[config.mk]
export PLATFORM = sky130hd
export DESIGN_NAME = uart_tx_mmio_flat
export DESIGN_NICKNAME = d
export VERILOG_FILES = /design/src/rtl/uart_tx_mmio_if.sv /design/src/rtl/uart_tx_mmio.sv /design/src/flat_wrapper.sv
export SDC_FILE = /design/constraint.sdc
export NUM_CORES = 1
export LEC_CHECK = 0
export CAP_MARGIN = 10
export CORE_ASPECT_RATIO = 0.7
export CORE_MARGIN = 4
export CORE_UTILIZATION = 25
export CTS_CLUSTER_SIZE = 25
export DETAILED_ROUTE_END_ITERATION = 8
export GPL_ROUTABILITY_DRIVEN = 0
export HOLD_SLACK_MARGIN = 0.12
export MAX_ROUTING_LAYER = met4
export PLACE_DENSITY = 0.44
export SLEW_MARGIN = 20
export SYNTH_ARGS = -nofsm -noshare
export SYNTH_HDL_FRONTEND = slang
export SYNTH_SLANG_ARGS = --single-unit
[constraint.sdc]
create_clock -name clk -period 3.7 [get_ports clk]
set_input_delay 0.37 -clock clk [delete_from_list [all_inputs] [get_ports clk]]
set_output_delay 0.37 -clock clk [all_outputs]
set_load 0.01 [all_outputs]
[src/rtl/uart_tx_mmio_if.sv]
// Memory-port bundle between the multicycle core and the UART transmitter.
// The core drives address/wdata/we and samples the combinational rdata/hit.
interface uart_tx_mmio_if;
    logic [31:0] address;
    logic [31:0] wdata;
    logic        we;
    logic [31:0] rdata;
    logic        hit;

    modport master (output address, output wdata, output we, input rdata, input hit);
    modport slave  (input address, input wdata, input we, output rdata, output hit);
endinterface

[src/rtl/uart_tx_mmio.sv]
// Memory-mapped 8N1 UART transmitter with a small TX FIFO, so firmware can
// queue bytes with plain stores and never stall the core.
module uart_tx_mmio #(
    parameter logic [31:0] BASE_ADDR   = 32'h0000_1000,
    parameter int          FIFO_DEPTH  = 8,
    parameter logic [15:0] DEFAULT_DIV = 16'd434
) (
    input  logic            clk,
    input  logic            reset,
    uart_tx_mmio_if.slave   bus,
    output logic            tx,
    output logic            irq
);

    localparam int PTR_W = $clog2(FIFO_DEPTH);
    localparam int CNT_W = PTR_W + 1;

    typedef enum logic [1:0] {IDLE, START, DATA, STOP} state_t;

    state_t             r_state, w_stateNext;
    logic [15:0]        r_baudCnt, w_baudNext;
    logic [2:0]         r_bitCnt, w_bitNext;
    logic [7:0]         r_shift, w_shiftNext;
    logic [15:0]        r_div, w_divNext;
    logic [15:0]        r_divisor;
    logic               r_overflow;
    logic [7:0]         r_fifoMem [FIFO_DEPTH];
    logic [PTR_W-1:0]   r_wrPtr, r_rdPtr;
    logic [CNT_W-1:0]   r_count;

    logic [1:0]         w_offset;
    logic               w_hit, w_wrEn, w_pushReq, w_push, w_pop;
    logic               w_full, w_empty, w_busy, w_ovfSet, w_ovfClr;
    logic [15:0]        w_effDiv;
    logic [7:0]         w_fifoHead;
    logic [31:0]        w_countExt;
    logic [3:0]         w_countSat;
    logic [31:0]        w_rdata;

    assign w_offset   = bus.address[3:2];
    assign w_hit      = (bus.address[31:4] == BASE_ADDR[31:4]);
    assign w_wrEn     = bus.we & w_hit;
    assign w_pushReq  = w_wrEn & (w_offset == 2'd0);
    assign w_full     = (r_count == CNT_W'(FIFO_DEPTH));
    assign w_empty    = (r_count == '0);
    assign w_busy     = (r_state != IDLE);
    // A full FIFO still accepts a byte when the transmitter frees a slot on the same edge.
    assign w_push     = w_pushReq & (~w_full | w_pop);
    assign w_ovfSet   = w_pushReq & w_full & ~w_pop;
    assign w_ovfClr   = w_wrEn & (w_offset == 2'd1) & bus.wdata[3];
    assign w_effDiv   = (r_divisor == 16'd0) ? 16'd1 : r_divisor;
    assign w_fifoHead = r_fifoMem[r_rdPtr];
    assign w_countExt = 32'(r_count);
    assign w_countSat = (w_countExt > 32'd15) ? 4'hF : w_countExt[3:0];

    assign bus.hit   = w_hit;
    assign bus.rdata = w_rdata;
    assign irq       = w_empty & ~w_busy;

    // Register read mux; zero outside the window and for write-only/reserved slots.
    always_comb begin
        w_rdata = 32'd0;
        if (w_hit) begin
            case (w_offset)
                2'd1:    w_rdata = {24'd0, w_countSat, r_overflow, w_busy, w_empty, w_full};
                2'd2:    w_rdata = {16'd0, r_divisor};
                default: w_rdata = 32'd0;
            endcase
        end
    end

    // Serial line level is decoded from the frame state so reset forces it high at once.
    always_comb begin
        case (r_state)
            START:   tx = 1'b0;
            DATA:    tx = r_shift[0];
            default: tx = 1'b1;
        endcase
    end

    // Frame sequencer: pops a byte and latches the divisor at each frame start.
    always_comb begin
        w_stateNext = r_state;
        w_baudNext  = r_baudCnt;
        w_bitNext   = r_bitCnt;
        w_shiftNext = r_shift;
        w_divNext   = r_div;
        w_pop       = 1'b0;
        case (r_state)
            IDLE: begin
                if (!w_empty) begin
                    w_pop       = 1'b1;
                    w_shiftNext = w_fifoHead;
                    w_divNext   = w_effDiv;
                    w_baudNext  = w_effDiv - 16'd1;
                    w_bitNext   = 3'd0;
                    w_stateNext = START;
                end
            end
            START: begin
                if (r_baudCnt == 16'd0) begin
                    w_baudNext  = r_div - 16'd1;
                    w_bitNext   = 3'd0;
                    w_stateNext = DATA;
                end else begin
                    w_baudNext = r_baudCnt - 16'd1;
                end
            end
            DATA: begin
                if (r_baudCnt == 16'd0) begin
                    w_baudNext = r_div - 16'd1;
                    if (r_bitCnt == 3'd7) begin
                        w_stateNext = STOP;
                    end else begin
                        w_shiftNext = {1'b0, r_shift[7:1]};
                        w_bitNext   = r_bitCnt + 3'd1;
                    end
                end else begin
                    w_baudNext = r_baudCnt - 16'd1;
                end
            end
            STOP: begin
                if (r_baudCnt == 16'd0) begin
                    if (!w_empty) begin
                        w_pop       = 1'b1;
                        w_shiftNext = w_fifoHead;
                        w_divNext   = w_effDiv;
                        w_baudNext  = w_effDiv - 16'd1;
                        w_bitNext   = 3'd0;
                        w_stateNext = START;
                    end else begin
                        w_stateNext = IDLE;
                    end
                end else begin
                    w_baudNext = r_baudCnt - 16'd1;
                end
            end
            default: w_stateNext = IDLE;
        endcase
    end

    // Sequencer state and shift datapath registers.
    always_ff @(posedge clk or posedge reset) begin
        if (reset) begin
            r_state   <= IDLE;
            r_baudCnt <= 16'd0;
            r_bitCnt  <= 3'd0;
            r_shift   <= 8'd0;
            r_div     <= 16'd1;
        end else begin
            r_state   <= w_stateNext;
            r_baudCnt <= w_baudNext;
            r_bitCnt  <= w_bitNext;
            r_shift   <= w_shiftNext;
            r_div     <= w_divNext;
        end
    end

    // FIFO pointers, occupancy, and the software-visible control registers.
    always_ff @(posedge clk or posedge reset) begin
        if (reset) begin
            r_wrPtr    <= '0;
            r_rdPtr    <= '0;
            r_count    <= '0;
            r_overflow <= 1'b0;
            r_divisor  <= DEFAULT_DIV;
        end else begin
            if (w_push) r_wrPtr <= r_wrPtr + PTR_W'(1);
            if (w_pop)  r_rdPtr <= r_rdPtr + PTR_W'(1);
            case ({w_push, w_pop})
                2'b10:   r_count <= r_count + CNT_W'(1);
                2'b01:   r_count <= r_count - CNT_W'(1);
                default: r_count <= r_count;
            endcase
            if (w_ovfSet)      r_overflow <= 1'b1;
            else if (w_ovfClr) r_overflow <= 1'b0;
            if (w_wrEn && w_offset == 2'd2) r_divisor <= bus.wdata[15:0];
        end
    end

    // FIFO storage needs no reset; occupancy alone says which entries are valid.
    always_ff @(posedge clk) begin
        if (w_push) r_fifoMem[r_wrPtr] <= bus.wdata[7:0];
    end

endmodule

[src/flat_wrapper.sv]
// flat-port wrapper written by rule: the top's interface ports become plain ports
module uart_tx_mmio_flat 
#(
    parameter logic [31:0] BASE_ADDR   = 32'h0000_1000,
    parameter int          FIFO_DEPTH  = 8,
    parameter logic [15:0] DEFAULT_DIV = 16'd434
)
  (clk, reset, tx, irq, bus_address, bus_wdata, bus_we, bus_rdata, bus_hit);
  uart_tx_mmio_if bus_i ();
  input  logic clk;
  input  logic reset;
  output logic tx;
  output logic irq;
  input wire logic [$bits(bus_i.address)-1:0] bus_address;
  input wire logic [$bits(bus_i.wdata)-1:0] bus_wdata;
  input wire logic [$bits(bus_i.we)-1:0] bus_we;
  output wire logic [$bits(bus_i.rdata)-1:0] bus_rdata;
  output wire logic [$bits(bus_i.hit)-1:0] bus_hit;
  assign bus_i.address = bus_address;
  assign bus_i.wdata = bus_wdata;
  assign bus_i.we = bus_we;
  assign bus_rdata = bus_i.rdata;
  assign bus_hit = bus_i.hit;
  uart_tx_mmio #(.BASE_ADDR(BASE_ADDR), .FIFO_DEPTH(FIFO_DEPTH), .DEFAULT_DIV(DEFAULT_DIV)) u_core (.clk(clk), .reset(reset), .bus(bus_i), .tx(tx), .irq(irq));
endmodule
==> reports/metrics.yaml, run 1 <==
synth:
  yosys.area.top_type: "edfxtp_1"
  synthDistinctLibCells: 70
  synthFlopType: "dfrtp_1"
  synth_seq_area_share_pct: 51.0
  synth_top_family_by_area: "simple AND/OR/NAND/NOR gates"
  synth-xor-area-share_pct: 4.67
  muxShareOfSynthArea_pct: 11.9
  synth_edf_count: 64
  synthSimpleGateAreaFrac_pct: 12.8
  ys_warn_count: 0
  synth_area_leaders: "edfxtp_1 (26%), dfrtp_1 (23%), mux4_2 (4.9%), mux2_2 (4.0%), nor2_1 (3.2%)"
  synth_area_um2: 7320
  synthesis.instances: 633
  syn_avg_cell_area_um2: 11.6
  yosys.area_share.adder_pct: 3.35
  netlist.area_leader.share_pct: 26.2
  synthArstFlopShare_pct: 52.9
  synth-seq-cells: 136
  synth_compound_area_share_pct: 11.2
run:
  cap_violations: 0
clock_network:
  clk_pin_slew_ns: 0.06
  cts_max_path_buffers: 2
  ctsHoldBuffers: 0
  cts_htree_levels: 4
  cts_resized: 0
  cts.sinks: 136
  numCtsBuffers: 17
  postCtsSetupBuffers: 0
  cts_tree: "yes"
  cts-root-buf: "clkbuf_16"
  clk_latency_ns: 0.42
die:
  initial_core_util_pct: 25.3
  rows: 52
  core_um2: 28900
  die_x_um: 213
  die_h_um: 151
  die-area_um2: 32100
  ios: 102
sta:
  slew_violations: 0
  tightest_slew_ns: 0.871
  rsz0062_at_grt: "no"
  hold_viol_final: 0
  tns_ns: 0
  clock_skew_ns: 0.00769
  fmax_mhz: 300
  finalSetupViolations: 0
  hold_ws_ns: 0.261
  maxSlewHeadroom_pct: 41.9
  period_minus_slack_ns: 3.33
  post-route-period-util_pct: 90.0
worst_setup_path:
  worstPathRequired_ns: 4.05
  worstPathCellList: "inv_1 > ha_1 > or4b_1 > nor4_4 > a31oi_4 > or2_1 > inv_2 > ha_1 > a21o_1 > a21oi_1 > nor2_1 > a22oi_1 > xnor2_1"
  crit_end: "u_core.r_count[3]$_DFFE_PP0P_"
  cp_common_cell: "ha_1"
  slowest_delay_ns: 0.52
  r2r_cells: 13
  start_kind: "register"
  r2r_end: "u_core.r_count[3]$_DFFE_PP0P_"
  r2r-start: "u_core.r_baudCnt[0]$_DFF_PP0_"
  reg2reg_slack_ns: 0.37
  cp-startpoint: "u_core.r_baudCnt[0]$_DFF_PP0_"
  cp_slowest_cell: "or4b_1"
  critPathArrivalTime_ns: 3.67
  endpoint_kind: "register"
  criticalPathCategory: "reg2reg"
  worstPathMaxFanout: 7
cells_and_area:
  layout-drive-gt1-share_pct: 17.3
  nFillCells: 2962
  finalNetCount: 796
  final_common_cell: "clkdlybuf4s50_1"
  design_area_um2: 9020
  area.growth.synth_to_final_pct: 23.2
  final_cell_mix: "clkdlybuf4s50_1 (67), dfrtp_1 (66), edfxtp_1 (64)"
global_routing:
  grtUsageMet3_pct: 2.34
  grt_pass1_wl_um: 30100
  grt_use_total_pct: 12.7
  grt_pass1_vias: 5043
  antenna_found_initial: 0
  grt_max_degree: 38
  use_met1_pct: 20.0
  use_met2_pct: 16.1
  grt_busiest_layer: "met1"
  overflow: 0
status:
  status: "completed"
power:
  ir_worst_vdd_mv: 0.317
  power_density_nw_per_um2: 400
  p_leak_nw: 3.69
place:
  placed_cell_area_um2: 8450
  dp_hpwl_um: 14000
  portBuffers: 67
drt:
  via_per_inst: 4.72
  ant_nets: 0
  vias: 5197
  first_iter_violations: 332
  drt-total-wl_um: 19200
  route.detailed.drc: 0
  first_pass_iters: 4
  wl_per_cell_um: 17.4
min_path:
  min_path_type: "in2async"
state kept, by name (all words and copies together), names as in the netlist, 3 cells and up:
register          flops
u_core.r_rdPtr        3
u_core.r_baudCnt     16
u_core.r_divisor     16
u_core.r_count        4
u_core.r_bitCnt       3
u_core.r_shift        8
u_core.r_div         16
u_core.r_fifoMem     64
u_core.r_wrPtr        3
logic make-up (layout without fill, tap and decap cells):
family                   count (synthesis)  in the layout
AO/OA/AOI/OAI                          118            118
XOR/XNOR                                39             39
flip-flops                             136            136
other                                    1             17
AND/OR/NAND/NOR                        186            186
buffers and inverters                   73            148
multiplexers                            61             61
adder cells (fa/ha/maj)                 19             19
cells in the mapped netlist (8+ instances only):
library cell and instances:
or4_1 10, a21oi_1 28, a22oi_1 12, inv_1 20, dfrtp_1 66, nor3_1 13, nand2_1 37, o21ai_0 19
mux4_2 16, buf_4 16, nor2_1 62, clkbuf_1 25, xor2_1 21, nand3_1 8, and3_1 10, ha_1 18
mux2_2 26, nor4_1 19, mux2i_1 13, xnor2_1 18, edfxtp_1 64
area by class of cell:
cell class,count,area (µm²),share of cell area [%]
clock buffer,18,429,4.76
tap,378,473,5.24
sequential,136,3730,41.3
multi-input combinational,439,3290,36.4
timing repair buffer,95,881,9.76
antenna,1,2.50,0.0277
clock inverter,14,139,1.54
inverter,21,80.1,0.887
worst min-delay path by stage:
stage | from | endpoint | slack (ns) | depth (start not counted)
finish | reset | u_core.r_shift[7]$_DFFE_PP0P_ | 0.26 | 2
global placement | u_core.r_shift[7]$_DFFE_PP0P_ | u_core.r_shift[7]$_DFFE_PP0P_ | 0.47 | 2
CTS | reset | u_core.r_baudCnt[2]$_DFF_PP0_ | 0.25 | 2
global route | reset | u_core.r_shift[4]$_DFFE_PP0P_ | 0.28 | 2
floorplan | u_core.r_shift[7]$_DFFE_PP0P_ | u_core.r_shift[7]$_DFFE_PP0P_ | 0.45 | 2
detailed placement | u_core.r_shift[0]$_DFFE_PP0P_ | u_core.r_shift[0]$_DFFE_PP0P_ | 0.48 | 2
power by group:
group | switching, mW | internal (mW) | leakage [nW]
registers | 0.0220 | 1.62 | 1.52
logic | 0.175 | 0.142 | 1.90
clock network | 0.713 | 0.942 | 0.266
total | 0.910 | 2.70 | 3.69
critical path, delay by kind of cell (launching register included):
kind	cells	cell delay [ns]
simple gates	4	1.33
buf+inv	2	0.20
compound gates	4	0.74
xor+xnor	1	0.14
fa+ha+maj	2	0.44
flops	1	0.39
routing by layer:
layer	share of wire [%]	routed length, µm
met4	0.95	182
met2	40	7660
met1	55	10500
met5	0	0
met3	4.4	842
through the flow:
step	power (mW)	cells	utilization (%)	worst slack [ns]
6_report	3.61	1102	31.2	0.371
5_1_grt	3.78	1101	31.2	0.186
4_1_cts	3.67	1101	31.2	0.375
3_5_place_dp	2.00	1069	29.3	0.398
3_3_place_gp	2.00	1069	29.3	0.405
2_1_floorplan	1.90	648	-	0.440
Note: power is estimated with default switching activity, not from simulation.
==> run 2: changes to the inputs <==
PLACE_DENSITY = 0.45   (was 0.44)
clock period = 3 ns   (was 3.7 ns; I/O delays follow)
==> reports/metrics.yaml, run 2 (synthesized netlist as in run 1, its figures left out) <==
status:
  status: "finished, violations left"  # was completed
  violations: "setup timing"
sta:
  slew_violations: 0  # unchanged
  clock_skew_ns: 0.0119  # was 0.00769 ns
  hold_ws_ns: 0.276  # was 0.261 ns
  finalSetupViolations: 1  # was 0
  fmax_mhz: 333  # was 300 MHz
  setup_slack_ns: -0.000185  # was 0.371 ns
  maxSlewHeadroom_pct: 49.8  # was 41.9%
  hold_viol_final: 0  # unchanged
  period_minus_slack_ns: 3.00  # was 3.33 ns
  rsz0062_at_grt: "yes"  # was no
  tightest_slew_ns: 0.754  # was 0.871 ns
  post-route-period-util_pct: 100  # was 90.0%
power:
  seq_power_share_pct: 45.6  # was 45.4%
  power_density_nw_per_um2: 472  # was 400 nW/µm²
  power.net_switching_mw: 1.12  # was 0.910 mW
  p_clk_share_pct: 45.1  # was 45.8%
  p_sw_share_pct: 25.2  # about the same
  ir_worst_vdd_mv: 0.438  # was 0.317 mV
  p_leak_nw: 3.93  # was 3.69 nW
  p_int_mw: 3.33  # was 2.70 mW
  comb_power_share_pct: 9.3  # was 8.8%
global_routing:
  overflow: 0  # unchanged
  grt_use_total_pct: 13.2  # was 12.7%
  grt_pass1_wl_um: 31200  # was 30,100 µm
  antenna_found_initial: 0  # unchanged
  grt_max_degree: 35  # was 38
  grt_pass1_vias: 5230  # was 5,043
cells_and_area:
  final_cell_mix: "clkdlybuf4s50_1 (67), buf_4 (67), dfrtp_1 (66)"  # was clkdlybuf4s50_1 (67), dfrtp_1 (66), edfxtp_1 (64)
  layout-drive-gt1-share_pct: 23.1  # was 17.3%
  insertedDiodeCount: 0  # was 1
  fin_util_pct: 32.6  # was 31.2%
  largest_reg_flops: 64  # unchanged
  finalNetCount: 837  # was 796
  largest-register: "u_core.r_fifoMem"  # unchanged
  area.growth.synth_to_final_pct: 28.5  # was 23.2%
  nFillCells: 2947  # was 2,962
clock_network:
  cts_tree: "yes"  # unchanged
  cts_htree_levels: 4  # unchanged
  cts_max_path_buffers: 2  # unchanged
  clk_latency_ns: 0.42  # about the same
  ctsHoldBuffers: 0  # unchanged
  numCtsBuffers: 17  # unchanged
  cts-root-buf: "clkbuf_16"  # unchanged
  cts.sinks: 136  # unchanged
  clk_pin_slew_ns: 0.06  # about the same
worst_setup_path:
  r2r_end: "u_core.r_count[3]$_DFFE_PP0P_"  # unchanged
  crit_buf_inv: 3  # was 2
  endpoint_kind: "register"  # unchanged
  crit_cells: 13  # unchanged
  worstPathCellList: "inv_2 > ha_4 > or4b_4 > nor4_4 > a31oi_4 > or2_4 > inv_4 > ha_4 > a21o_1 > a21oi_2 > buf_4 > a22oi_2 > xnor2_1"  # was inv_1 > ha_1 > or4b_1 > nor4_4 > a31oi_4 > or2_1 > inv_2 > ha_1 > a21o_1 > a21oi_1 > nor2_1 > a22oi_1 > xnor2_1
  criticalPathCategory: "reg2reg"  # unchanged
  start_kind: "register"  # unchanged
  cp_common_cell: "ha_4"  # was ha_1
  cpLargestDelayFamily: "simple AND/OR/NAND/NOR gates"  # unchanged
  worstPathRequired_ns: 3.31  # was 4.05 ns
  r2r-start: "u_core.r_baudCnt[0]$_DFF_PP0_"  # unchanged
  cp_slowest_cell: "or4b_4"  # was or4b_1
  crit_end: "u_core.r_count[3]$_DFFE_PP0P_"  # unchanged
  cp-startpoint: "u_core.r_baudCnt[0]$_DFF_PP0_"  # unchanged
  critPathArrivalTime_ns: 3.31  # was 3.67 ns
  slowest_delay_ns: 0.51  # was 0.52 ns
  reg2reg_slack_ns: -0.0002  # was 0.37 ns
  r2r_cells: 13  # unchanged
  worstPathMaxFanout: 5  # was 7
die:
  die_h_um: 151  # unchanged
  rows: 52  # unchanged
  core_um2: 28900  # unchanged
  initial_core_util_pct: 25.3  # unchanged
  ios: 102  # unchanged
  die_x_um: 213  # unchanged
  die-area_um2: 32100  # unchanged
drt:
  first_iter_violations: 369  # was 332
  first_pass_iters: 5  # was 4
  via_per_inst: 4.65  # was 4.72
  wl_per_cell_um: 17.6  # was 17.4 µm
  drt-total-wl_um: 20000  # was 19,200 µm
  vias: 5302  # was 5,197
  ant_nets: 0  # unchanged
  route.detailed.drc: 0  # unchanged
place:
  dpl_worst_slack_ns: 0.111  # was 0.398 ns
  portBuffers: 67  # unchanged
  dp_hpwl_um: 14700  # was 14,000 µm
min_path:
  min_path_type: "in2async"  # unchanged
run:
  cap_violations: 0  # unchanged
## run 2: metrics by stage
stage               power (mW)  instance area [µm²]  instances   TNS (ns)
detailed placement        2.48                 8790       1104          0
global route              4.66                 9410       1141     -0.118
global placement          2.47                 8790       1104          0
CTS                       4.51                 9340       1135          0
finish                    4.44                 9410       1141  -0.000185
floorplan                 2.35                 7440        648   -0.00711
## run 2: metal layers
layer  up-vias  track usage [%]  share of wire [%]
li1       2555                -                  -
met3        14             3.46                5.8
met1      2587             20.5                 54
met4         0             3.51                1.1
met5         -                -                  0
met2       146             16.5                 39
## run 2: worst register-to-register path: stages, from the launching register on
cell     delay (ns)
dfrtp_1        0.40
inv_2          0.09
ha_4           0.14
or4b_4         0.51
nor4_4         0.33
a31oi_4        0.20
or2_4          0.32
inv_4          0.09
ha_4           0.19
a21o_1         0.16
a21oi_2        0.15
buf_4          0.13
a22oi_2        0.07
xnor2_1        0.12
## run 2: worst min path at each step
stage,slack (ns),cells past startpoint,endpoint,startpoint
2_1_floorplan,0.40,0,u_core.r_fifoMem[0][0]$_DFFE_PP_,bus_wdata[0]
3_3_place_gp,0.47,2,u_core.r_shift[7]$_DFFE_PP0P_,u_core.r_shift[7]$_DFFE_PP0P_
3_5_place_dp,0.47,2,u_core.r_shift[1]$_DFFE_PP0P_,u_core.r_shift[1]$_DFFE_PP0P_
4_1_cts,0.30,2,u_core.r_bitCnt[1]$_DFFE_PP0P_,reset
5_1_grt,0.32,2,u_core.r_bitCnt[1]$_DFFE_PP0P_,reset
6_report,0.28,2,u_core.r_bitCnt[1]$_DFFE_PP0P_,reset
## run 2: final cells by class
| class | count | area, µm² | area share (%) |
|---|---|---|---|
| clock inverters | 13 | 120 | 1.28 |
| inverters | 21 | 82.6 | 0.878 |
| multi-input cells | 439 | 3360 | 35.7 |
| well taps | 378 | 473 | 5.03 |
| clock buffers | 18 | 429 | 4.56 |
| repair buffers | 136 | 1210 | 12.9 |
| flip-flops and latches | 136 | 3730 | 39.7 |
## run 2: timing repair
item                                    CTS  global route
setup buffers                             0             6
gates resized for setup                   0             5
endpoints found under the setup margin    0             7
## run 2: power by group through the flow
stage               registers [mW]  clock network [mW]  logic [mW]
detailed placement            2.06                   0       0.417
global placement              2.06                   0       0.409
global route                  2.03                2.16       0.471
floorplan                     2.05                   0       0.295
CTS                           2.03                2.07       0.416
finish                        2.02                2.00       0.415
==> run 3: changes to the inputs <==
SKIP_CTS_REPAIR_TIMING = 1   (was not set)
==> results of run 3 <==
The final DEF is identical to that of run 2; final timing and power are the same.
